## src/rtl/io_tx_port.sv

```systemverilog
// Memory-mapped UART transmitter: store bytes land in a small FIFO and are
// sent as 8N1 frames on tx, with full/busy/overflow status for software polling.
module io_tx_port #(
    parameter int WIDTH        = 32,
    parameter int DEPTH        = 4,
    parameter int CLKS_PER_BIT = 868
) (
    input  logic                     clk,
    input  logic                     rst_n,
    input  logic                     we,
    input  logic [WIDTH-1:0]         wdata,
    output logic                     tx,
    output logic                     full,
    output logic                     busy,
    output logic                     overflow,
    output logic [$clog2(DEPTH):0]   count
);

    localparam int AW = $clog2(DEPTH);
    localparam int CW = AW + 1;
    localparam int BW = (CLKS_PER_BIT > 2) ? $clog2(CLKS_PER_BIT) : 1;
    localparam logic [BW-1:0] BAUD_LOAD = BW'(CLKS_PER_BIT - 1);

    typedef enum logic [1:0] {IDLE, START, DATA, STOP} state_t;

    state_t          state, state_n;
    logic [7:0]      mem [DEPTH];
    logic [AW-1:0]   wr_ptr, rd_ptr;
    logic [BW-1:0]   baud, baud_n;
    logic [2:0]      bit_idx, bit_idx_n;
    logic [7:0]      shift, shift_n;
    logic            tx_n, busy_n;
    logic [CW-1:0]   count_n;
    logic            push, pop;
    logic            unused_wdata;

    assign unused_wdata = ^wdata[WIDTH-1:8];

    // Full is judged on the pre-edge occupancy, so a same-edge pop never rescues a write.
    assign full = (count == CW'(DEPTH));
    assign push = we && !full;

    always_ff @(posedge clk) begin
        if (push)
            mem[wr_ptr] <= wdata[7:0];
    end

    always_comb begin
        state_n   = state;
        baud_n    = baud;
        bit_idx_n = bit_idx;
        shift_n   = shift;
        tx_n      = tx;
        pop       = 1'b0;
        case (state)
            IDLE: begin
                tx_n = 1'b1;
                if (count != '0) begin
                    pop     = 1'b1;
                    shift_n = mem[rd_ptr];
                    baud_n  = BAUD_LOAD;
                    state_n = START;
                    tx_n    = 1'b0;
                end
            end
            START: begin
                if (baud == '0) begin
                    state_n   = DATA;
                    bit_idx_n = 3'd0;
                    baud_n    = BAUD_LOAD;
                    tx_n      = shift[0];
                end else begin
                    baud_n = baud - 1'b1;
                end
            end
            DATA: begin
                if (baud == '0) begin
                    baud_n  = BAUD_LOAD;
                    shift_n = shift >> 1;
                    if (bit_idx == 3'd7) begin
                        state_n = STOP;
                        tx_n    = 1'b1;
                    end else begin
                        bit_idx_n = bit_idx + 1'b1;
                        tx_n      = shift[1];
                    end
                end else begin
                    baud_n = baud - 1'b1;
                end
            end
            STOP: begin
                if (baud == '0) begin
                    // Chain straight into the next start bit when more data is waiting.
                    if (count != '0) begin
                        pop     = 1'b1;
                        shift_n = mem[rd_ptr];
                        baud_n  = BAUD_LOAD;
                        state_n = START;
                        tx_n    = 1'b0;
                    end else begin
                        state_n = IDLE;
                        tx_n    = 1'b1;
                    end
                end else begin
                    baud_n = baud - 1'b1;
                end
            end
            default: begin
                state_n = IDLE;
                tx_n    = 1'b1;
            end
        endcase
    end

    always_comb begin
        count_n = count;
        case ({push, pop})
            2'b10:   count_n = count + 1'b1;
            2'b01:   count_n = count - 1'b1;
            default: count_n = count;
        endcase
        busy_n = (state_n != IDLE) || (count_n != '0);
    end

    always_ff @(posedge clk) begin
        if (!rst_n) begin
            state    <= IDLE;
            baud     <= '0;
            bit_idx  <= '0;
            shift    <= '0;
            tx       <= 1'b1;
            wr_ptr   <= '0;
            rd_ptr   <= '0;
            count    <= '0;
            busy     <= 1'b0;
            overflow <= 1'b0;
        end else begin
            state   <= state_n;
            baud    <= baud_n;
            bit_idx <= bit_idx_n;
            shift   <= shift_n;
            tx      <= tx_n;
            count   <= count_n;
            busy    <= busy_n;
            if (push)
                wr_ptr <= wr_ptr + 1'b1;
            if (pop)
                rd_ptr <= rd_ptr + 1'b1;
            if (we && full)
                overflow <= 1'b1;
        end
    end

endmodule
```

## config.mk

```make
export PLATFORM = sky130hd
export DESIGN_NAME = io_tx_port
export DESIGN_NICKNAME = d
export VERILOG_FILES = /design/src/rtl/io_tx_port.sv
export SDC_FILE = /design/constraint.sdc
export NUM_CORES = 1
export LEC_CHECK = 0
export ABC_CLOCK_PERIOD_IN_PS = 2500
export BUFFER_PORTS_ARGS = -buffer_cell sky130_fd_sc_hd__buf_4
export CORE_ASPECT_RATIO = 1.25
export CORE_UTILIZATION = 45
export CTS_CLUSTER_DIAMETER = 120
export DETAILED_ROUTE_END_ITERATION = 8
export PLACE_DENSITY = 0.73
export SETUP_SLACK_MARGIN = 0.1
export SYNTH_ARGS = -nofsm -noshare
export SYNTH_HDL_FRONTEND = slang
export SYNTH_SLANG_ARGS = --single-unit
export TNS_END_PERCENT = 20
```

## constraint.sdc

```tcl
create_clock -name clk -period 2.5 [get_ports clk]
set_input_delay 0.375 -clock clk [delete_from_list [all_inputs] [get_ports clk]]
set_output_delay 0.375 -clock clk [all_outputs]
set_load 0.1 [all_outputs]
```

==> results of run 1 <==
## metrics by stage
step / util (%) / worst slack (ns) / hold WS, ns
finish: 57.22 / -0.05258 / 0.2236
CTS: 57.22 / -0.07555 / 0.2176
global placement: 53.28 / -0.1674 / 0.4541
global route: 57.22 / -0.1752 / 0.2129
floorplan: - / 0.008044 / 0.4501
detailed placement: 53.28 / -0.1663 / 0.4607
## cell type report
type                            instances  area share (%)
Clock inverter                          7           2.204
Multi-Input combinational cell        171           36.55
Timing Repair Buffer                   49           9.671
Inverter                               14           1.382
Clock buffer                            9           3.257
Sequential cell                        67           44.08
Tap cell                               87           2.862
## worst min-delay path by stage
stage	cells past startpoint	to	slack, ns	startpoint
after CTS	1	mem[2][4]$_DFFE_PP_	0.22	wdata[4]
after detailed placement	1	tx$_SDFFE_PN1P_	0.46	tx$_SDFFE_PN1P_
after global routing	1	mem[3][2]$_DFFE_PP_	0.21	wdata[2]
final	1	mem[3][3]$_DFFE_PP_	0.22	wdata[3]
after global placement	2	overflow$_SDFFE_PN0P_	0.45	overflow$_SDFFE_PN0P_
after floorplan	2	shift[7]$_SDFFE_PN0P_	0.45	shift[7]$_SDFFE_PN0P_
## synthesized netlist by cell type, drive strengths merged (7+ instances only)
cell type	instances	share of area (%)
clkbuf	11	1.3
mux4	8	5.8
nor2	36	4.3
dfxtp	35	22
o21ai	7	1.1
ha	13	5.2
a211oi	10	2.8
and2	7	1.4
mux2i	10	3.2
a21oi	14	2.2
edfxtp	32	31
inv	14	1.7
## kinds of logic (layout without fill, tap and decap cells)
family	after synthesis	count (layout)	share of synthesized area, %
simple gates	75	75	12.53
flops	67	67	53.16
compound gates	57	57	13.61
buf+inv	30	79	3.923
mux	18	18	8.967
fa+ha+maj	14	14	5.845
xor+xnor	7	7	1.962
## repair_timing
action,in CTS,in global routing
setup endpoints to repair,2,3
buffers inserted,7,0
resized for setup,1,0
pin swaps,8,0
## where the power goes
part,switching [mW],internal [mW],total (mW)
clock network,0.452,0.479,0.931
logic,1.35,1.10,2.45
registers,0.181,1.41,1.59
total,1.98,2.99,4.97
## routing by layer
layer	track usage, %	share of wire (%)	vias up
met5	0	0	-
met4	10.10	1.3	0
met3	3.445	2.5	6
met2	28.08	51	29
met1	20.41	45	1005
li1	-	-	1075
## registers in the layout (all words and copies together), names as in the netlist, named ones only
name and count:
rd_ptr 2, busy 1, bit_idx 3, state 2, wr_ptr 2, shift 8, mem 32, overflow 1
tx 1, baud 10, count 3
## cell usage in the layout, fill, tap and decap left out, types with 7 or more instances in the layout
cell / n
a211oi_1: 9
a21oi_1: 14
and2_1: 7
buf_4: 49
clkbuf_8: 9
dfxtp_1: 29
edfxtp_1: 32
ha_1: 11
inv_1: 11
mux2i_1: 10
mux4_2: 8
nor2_1: 36
==> impl_metrics.tcl, run 1 <==
set metrics [dict create \
    status "finished with violations" \
    violations "setup timing" \
    drc 0 \
    start_kind "flip-flop" \
    setup_viol 1 \
    wirelength_microns 5505 \
    relSlewSlack_pct 63.43 \
    crit_family "adder cells" \
    ys_async_sr_fraction_pct 0 \
    cp_slowest_cell "fa_2" \
    r2r_cells 11 \
    cts_hold_buffers 0 \
    rsz0062_at_grt "yes" \
    peakVddDrop_mv 0.6573 \
    max_stage_delay_ns 0.52 \
    ios 42 \
    core_area_sq_um 6648 \
    regArea_sq_um 1677 \
    num_vias 2115 \
    drive_gt1_share_pct 31.55 \
    antenna_found_initial 0 \
    crit_cells 11 \
    regToRegSetupSlack_ns -0.05 \
    layout.cells.non_filler 404 \
    crit_chain "nor4_4, buf_4, a41oi_2, nor3_2, ha_2, inv_2, fa_2, nor2b_4, a32oi_1, o21ai_1, a31oi_1" \
    h-tree-depth 3 \
    criticalPathCategory "flip-flop to flip-flop" \
    synth_nets 317 \
    drv_slew 0 \
    synth_area_sq_um 3125 \
    dp.cells 381 \
    path_clk_slew_ns 0.08 \
    ant_nets 0 \
    multi_input_comb_area_sq_um 1390 \
    path_max_fanout 2 \
    die_width_microns 76.54 \
    cts_made_buffers 9 \
    hold_class "input pin to flip-flop" \
    drtPass1Iterations 5 \
    timing.critical_path.buf_inv 2 \
    ys_ff_latch 67 \
    cts_max_path_buffers 2 \
    ys_seq_area_share_pct 53.16 \
    root_buffer "clkbuf_8" \
    final_area_sq_um 3804 \
    cp_data_required_time_ns 2.71 \
    grt_max_degree 20 \
    worst_pin_slew_ns 0.5478 \
    hold_viol_final 0 \
    die-area_sq_um 7285 \
    grt_first_pass_wirelength_microns 9446 \
    placed_area_sq_um 3542 \
    rows 33 \
    ys_types 56 \
    nets 361 \
    die_h_microns 95.18 \
    max_freq_mhz 391.8 \
    p_per_area_nw_per_um2 1307 \
    finalSetupTns_ns -0.05258 \
    num-fill-cells 550 \
    synth-main-ff-cell "dfxtp_1" \
    grt_remaining_overflow 0 \
    drt_iter0_drc 138 \
    tritoncts "done" \
    synth.avg_cell_area_sq_um 11.66 \
    fin_ws_ns -0.05258 \
    gp_congestion 0.8118 \
    grt_use_total_pct 16.88 \
    endpoint "busy$_SDFF_PN0_" \
    portBuffers 17 \
    start_util_pct 47.02 \
    yosys_warnings 0 \
    viasPerCell 5.235 \
    fin_skew_ns 0.006749 \
    cp-end-kind "flip-flop" \
    grt_pass1_vias 2108 \
    min_period_ns 2.553 \
    fin_crit_sh_pct 102.1 \
    cts_sinks 67 \
    place.detailed.hpwl_microns 3868 \
    areaGrowthSynthToFinish_pct 21.70 \
    r2r_start "baud[7]$_SDFF_PN0_" \
    r2r_end "busy$_SDFF_PN0_" \
    cap_violations 0 \
    insertedDiodeCount 0 \
    power.leakage_nw 1.433 \
    insertion_delay_ns 0.34 \
    synthCells 268 \
    synth-edff-count 32 \
    arrival_ns 2.76 \
    wl_per_cell_microns 13.63 \
    power.total_mw 4.973 \
    cp-startpoint "baud[7]$_SDFF_PN0_" \
]
Power figures use the tool's default switching activity.
==> run 2, diff against run 1 <==
Settings changed: ABC_CLOCK_PERIOD_IN_PS 2500 to 2300.
Clock period 2.5 ns to 2.3 ns, I/O delays scaled along.
==> run 2 against run 1 <==
Effect of this change: highest routed layer unchanged; register-to-register slack worse by 0.20 ns; setup slack worse by 0.20 ns; routed wire length is 6.8% higher; clock power is 8% higher; utilization is 1.1 points higher; final cell count is 2.0% higher; the flow still finishes with violations (setup timing); worst hold slack worse by 0.033 ns.
==> impl_metrics.tcl, run 2 (synthesis results as in run 1) <==
set metrics [dict create \
    reg_top3 "mem x32, baud x10, shift x8" \
    cp_data_required_time_ns 2.51 \
    antenna_found_initial 0 \
    hold_viol_final 0 \
    max_freq_mhz 392.4 \
    start_util_pct 47.02 \
    fin_skew_ns 0.008105 \
    layout.cells.non_filler 412 \
    tritoncts "done" \
    regMostFlops "mem" \
    grt_remaining_overflow 0 \
    place.detailed.hpwl_microns 4018 \
    r2r_cells 12 \
    nets 369 \
    insertion_delay_ns 0.35 \
    drv_slew 0 \
    path_clk_slew_ns 0.08 \
    cp_slowest_cell "fa_2" \
    criticalPathCategory "flip-flop to flip-flop" \
    rsz0062_at_grt "yes" \
    cts_sinks 67 \
    whs_path_depth 1 \
    gp_congestion 0.7960 \
    start_kind "flip-flop" \
    path_max_fanout 2 \
    grt_max_degree 20 \
    power.leakage_nw 1.468 \
    insertedDiodeCount 0 \
    num_vias 2187 \
    die_width_microns 76.54 \
    cap_violations 0 \
    viasPerCell 5.308 \
    grt_first_pass_wirelength_microns 10170 \
    min_period_ns 2.548 \
    peakVddDrop_mv 0.7530 \
    placed_area_sq_um 3602 \
    hold_class "input pin to flip-flop" \
    portBuffers 17 \
    cts_max_path_buffers 2 \
    die_h_microns 95.18 \
    fin_crit_sh_pct 110.8 \
    violations "setup timing" \
    h-tree-depth 3 \
    wirelength_microns 5882 \
    worst_pin_slew_ns 0.5486 \
    arrival_ns 2.75 \
    crit_chain "inv_2, ha_4, nor3b_4, a41oi_2, nor3_2, ha_2, inv_2, fa_2, nor2b_4, a32oi_1, o21ai_1, a31oi_1" \
    finalSetupTns_ns -0.3706 \
    cpMostUsedCell "inv_2" \
    die-area_sq_um 7285 \
    drt_iter0_drc 160 \
    cp-end-kind "flip-flop" \
    status "finished with violations" \
    drc 0 \
    areaGrowthSynthToFinish_pct 24.02 \
    rows 33 \
    drive_gt1_share_pct 33.85 \
    root_buffer "clkbuf_8" \
    cts_hold_buffers 0 \
    power.total_mw 5.554 \
    wl_per_cell_microns 14.28 \
    grt_pass1_vias 2234 \
    multi_input_comb_area_sq_um 1405 \
    drtPass1Iterations 4 \
    setup_viol 2 \
    mostFrequentLayoutCell "buf_4" \
    max_stage_delay_ns 0.52 \
    num-fill-cells 533 \
    relSlewSlack_pct 63.37 \
    final_area_sq_um 3876 \
    largest_reg_flops 32 \
    ios 42 \
    place_ws_ns -0.3838 \
    fin_ws_ns -0.2484 \
    most-common-layout-cells "buf_4, nor2_1, edfxtp_1" \
    ant_nets 0 \
    grt_use_total_pct 18.22 \
    p_per_area_nw_per_um2 1433 \
    dp.cells 389 \
    regArea_sq_um 1675 \
    core_area_sq_um 6648 \
    cts_made_buffers 9 \
]
## run 2: cell types whose count changed in the layout (fill, tap and decap cells not counted), sizes merged
| cell | previous run | this run |
|---|---|---|
| buf | 49 | 57 |
| clkinvlp | 1 | 2 |
| inv | 18 | 17 |
## run 2: path summary, 6_finish.rpt
check	startpoint	end	slack [ns]
setup / recovery	baud[1]$_SDFF_PN0_	busy$_SDFF_PN0_	-0.25
setup reg to reg	baud[1]$_SDFF_PN0_	busy$_SDFF_PN0_	-0.25
hold reg to reg	overflow$_SDFFE_PN0P_	overflow$_SDFFE_PN0P_	0.48
hold / removal	wdata[4]	mem[2][4]$_DFFE_PP_	0.19
## run 2: worst max-delay path: cells and delay by family, from the launching register on
family | cells | cell delay, ns
buffers and inverters | 2 | 0.10
AND/OR/NAND/NOR | 3 | 0.55
AO/OA/AOI/OAI | 4 | 0.56
flip-flops | 1 | 0.32
adder cells (fa/ha/maj) | 3 | 0.87
## run 2: cell type report
cell class | count | area share (%)
Timing Repair Buffer | 57 | 11.04
Clock inverter | 7 | 2.130
Inverter | 14 | 1.356
Tap cell | 87 | 2.808
Multi-Input combinational cell | 171 | 36.25
Clock buffer | 9 | 3.196
Sequential cell | 67 | 43.22
## run 2: per-layer routing
layer	GRT usage [%]	wire length, microns
met5	0	0
met4	8.814	97
met3	5.455	200
met2	32.81	3085
met1	19.65	2499
## run 2: through the flow
step	hold slack [ns]	utilization (%)
4_1_cts	0.1793	58.08
3_3_place_gp	0.4498	54.19
6_report	0.1910	58.31
5_1_grt	0.1777	58.31
3_5_place_dp	0.4642	54.19
2_1_floorplan	0.4439	-
## run 2: what timing repair did
action / in CTS / in global routing
gates resized for setup: 0 / 4
pin swaps: 7 / 1
endpoints found under the hold margin: 0 / 0
endpoints found under the setup margin: 3 / 8
buffers inserted: 7 / 0
## run 2: where the power goes
| part | internal, mW | leakage, nW | switching (mW) | total (mW) |
|---|---|---|---|---|
| Sequential | 1.53 | 0.584 | 0.184 | 1.72 |
| Combinational | 1.29 | 0.786 | 1.53 | 2.82 |
| Clock | 0.517 | 0.0984 | 0.494 | 1.01 |
==> run 3, diff against run 2 <==
Settings changed: CORE_UTILIZATION 45 to 51, PLACE_DENSITY 0.73 to 0.81.
==> run 3 against run 2 <==
Effect of this change: sequential power about the same; power decreased by 0.16%; via count increased by 0.46%; critical path type unchanged; final cell count decreased by 1.7%; first-iteration DRC count decreased by 41%; global-route usage increased by 2.6 points; clock power about the same; the run still ends with setup timing left; critical path depth decreased by 2; clock skew increased by 0.00093 ns; sequential share of layout area increased by 0.24 points; largest cell class unchanged; combinational power about the same.
==> impl_metrics.tcl, run 3 (synthesis results as in run 1) <==
set metrics [dict create \
    h-tree-depth 3 \
    fin_skew_ns 0.009037 \
    reg_top3 "mem x32, baud x10, shift x8" \
    gp_congestion 0.8209 \
    nets 367 \
    hold_viol_final 0 \
    cts_hold_buffers 0 \
    r2r_end "busy$_SDFF_PN0_" \
    die-area_sq_um 6448 \
    ant_nets 0 \
    setup_viol 2 \
    tritoncts "done" \
    criticalPathCategory "flip-flop to flip-flop" \
    largest_reg_flops 32 \
    wirelength_microns 6112 \
    mostFrequentLayoutCell "buf_4" \
    r2r_start "baud[4]$_SDFF_PN0_" \
    wl_per_cell_microns 15.09 \
    cts_sinks 67 \
    core_area_sq_um 5857 \
    rows 31 \
    path_max_fanout 2 \
    p_per_area_nw_per_um2 1438 \
    die_h_microns 89.53 \
    root_buffer "clkbuf_8" \
    relSlewSlack_pct 63.65 \
    power.total_mw 5.545 \
    drtPass1Iterations 4 \
    ios 42 \
    final_util_pct 65.82 \
    regToRegSetupSlack_ns -0.19 \
    portBuffers 17 \
    insertion_delay_ns 0.36 \
    viasPerCell 5.425 \
    rsz0062_at_grt "yes" \
    hold_class "input pin to flip-flop" \
    cap_violations 0 \
    areaGrowthSynthToFinish_pct 23.34 \
    power.leakage_nw 1.462 \
    whs_path_depth 1 \
    start_kind "flip-flop" \
    grt_remaining_overflow 0 \
    arrival_ns 2.73 \
    grt_first_pass_wirelength_microns 9694 \
    grt_use_total_pct 20.78 \
    cp_data_required_time_ns 2.54 \
    grt_max_degree 21 \
    drt_iter0_drc 94 \
    cts_max_path_buffers 2 \
    antenna_found_initial 0 \
    fin_ws_ns -0.1869 \
    min_to "mem[0][5]$_DFFE_PP_" \
    drive_gt1_share_pct 33.13 \
    grt_pass1_vias 2101 \
    worst_pin_slew_ns 0.5445 \
    hold_path.startpoint "wdata[5]" \
    hold_ws_ns 0.1777 \
    start_util_pct 53.36 \
    fin_crit_sh_pct 108.1 \
    most-common-layout-cells "buf_4, nor2_1, edfxtp_1" \
    cts_made_buffers 9 \
    place.detailed.hpwl_microns 4017 \
    die_width_microns 72.02 \
    drc 0 \
    drv_slew 0 \
    r2r_cells 10 \
    peakVddDrop_mv 0.7033 \
    num_vias 2197 \
    regMostFlops "mem" \
    cp-startpoint "baud[4]$_SDFF_PN0_" \
    path_clk_slew_ns 0.08 \
    status "finished with violations" \
    max_freq_mhz 402.1 \
    min_period_ns 2.487 \
    cp-end-kind "flip-flop" \
    violations "setup timing" \
    insertedDiodeCount 0 \
]
run 3: repair_timing:
item / 4_1_cts / 5_1_grt
cloned: 0 / 0
resized for setup: 1 / 1
endpoints found under the setup margin: 3 / 3
pin swaps: 10 / 0
setup buffers: 5 / 0
run 3: how the worst max path moves through the flow:
stage               cells past startpoint         endpoint  slack, ns
floorplan                              12  busy$_SDFF_PN0_      -0.19
global placement                       12  busy$_SDFF_PN0_      -0.25
detailed placement                     12  busy$_SDFF_PN0_      -0.30
CTS                                    12  busy$_SDFF_PN0_      -0.20
global route                           12  busy$_SDFF_PN0_      -0.37
finish                                 10  busy$_SDFF_PN0_      -0.19
run 3: metrics by stage:
step	instances	setup slack [ns]	area [sq um]	TNS, ns
final	405	-0.1869	3855	-0.2407
after global routing	405	-0.3657	3855	-0.6397
after CTS	405	-0.1954	3847	-0.2513
after detailed placement	384	-0.2991	3596	-0.4900
after global placement	384	-0.2531	3596	-0.4085
after floorplan	268	-0.1918	3189	-0.2542
run 3: layer usage:
| layer | up-vias | share of wire (%) | routed length [microns] | global-route usage [%] |
|---|---|---|---|---|
| met2 | 41 | 54 | 3275 | 36.96 |
| met5 | - | 0 | 0 | 0 |
| met1 | 1062 | 41 | 2489 | 22.35 |
| met3 | 11 | 3.5 | 212 | 6.201 |
| li1 | 1083 | - | - | - |
| met4 | 0 | 2.2 | 134 | 11.05 |
run 3: cell type report:
| type | count | area (sq um) |
|---|---|---|
| Fill cell | 420 | 2002 |
| Inverter | 14 | 52.55 |
| Tap cell | 82 | 102.6 |
| Clock inverter | 7 | 82.58 |
| Sequential cell | 67 | 1675 |
| Clock buffer | 9 | 123.9 |
| Multi-Input combinational cell | 171 | 1405 |
| Timing Repair Buffer | 55 | 412.9 |
run 3: power breakdown:
part           total, mW  leakage, nW  internal, mW  switching [mW]
Sequential          1.73        0.584          1.54           0.194
Combinational       2.79        0.779          1.25            1.53
Clock               1.03       0.0984         0.516           0.514
run 3: critical path, cell delays in order, from the launching register on:
cell and delay, ns:
dfxtp_1 0.34, nor4_4 0.35, a41oi_2 0.19, nor3_2 0.18, ha_2 0.23, inv_2 0.04
fa_2 0.52, nor2b_4 0.14, a32oi_1 0.10, o21ai_1 0.17, a31oi_1 0.11
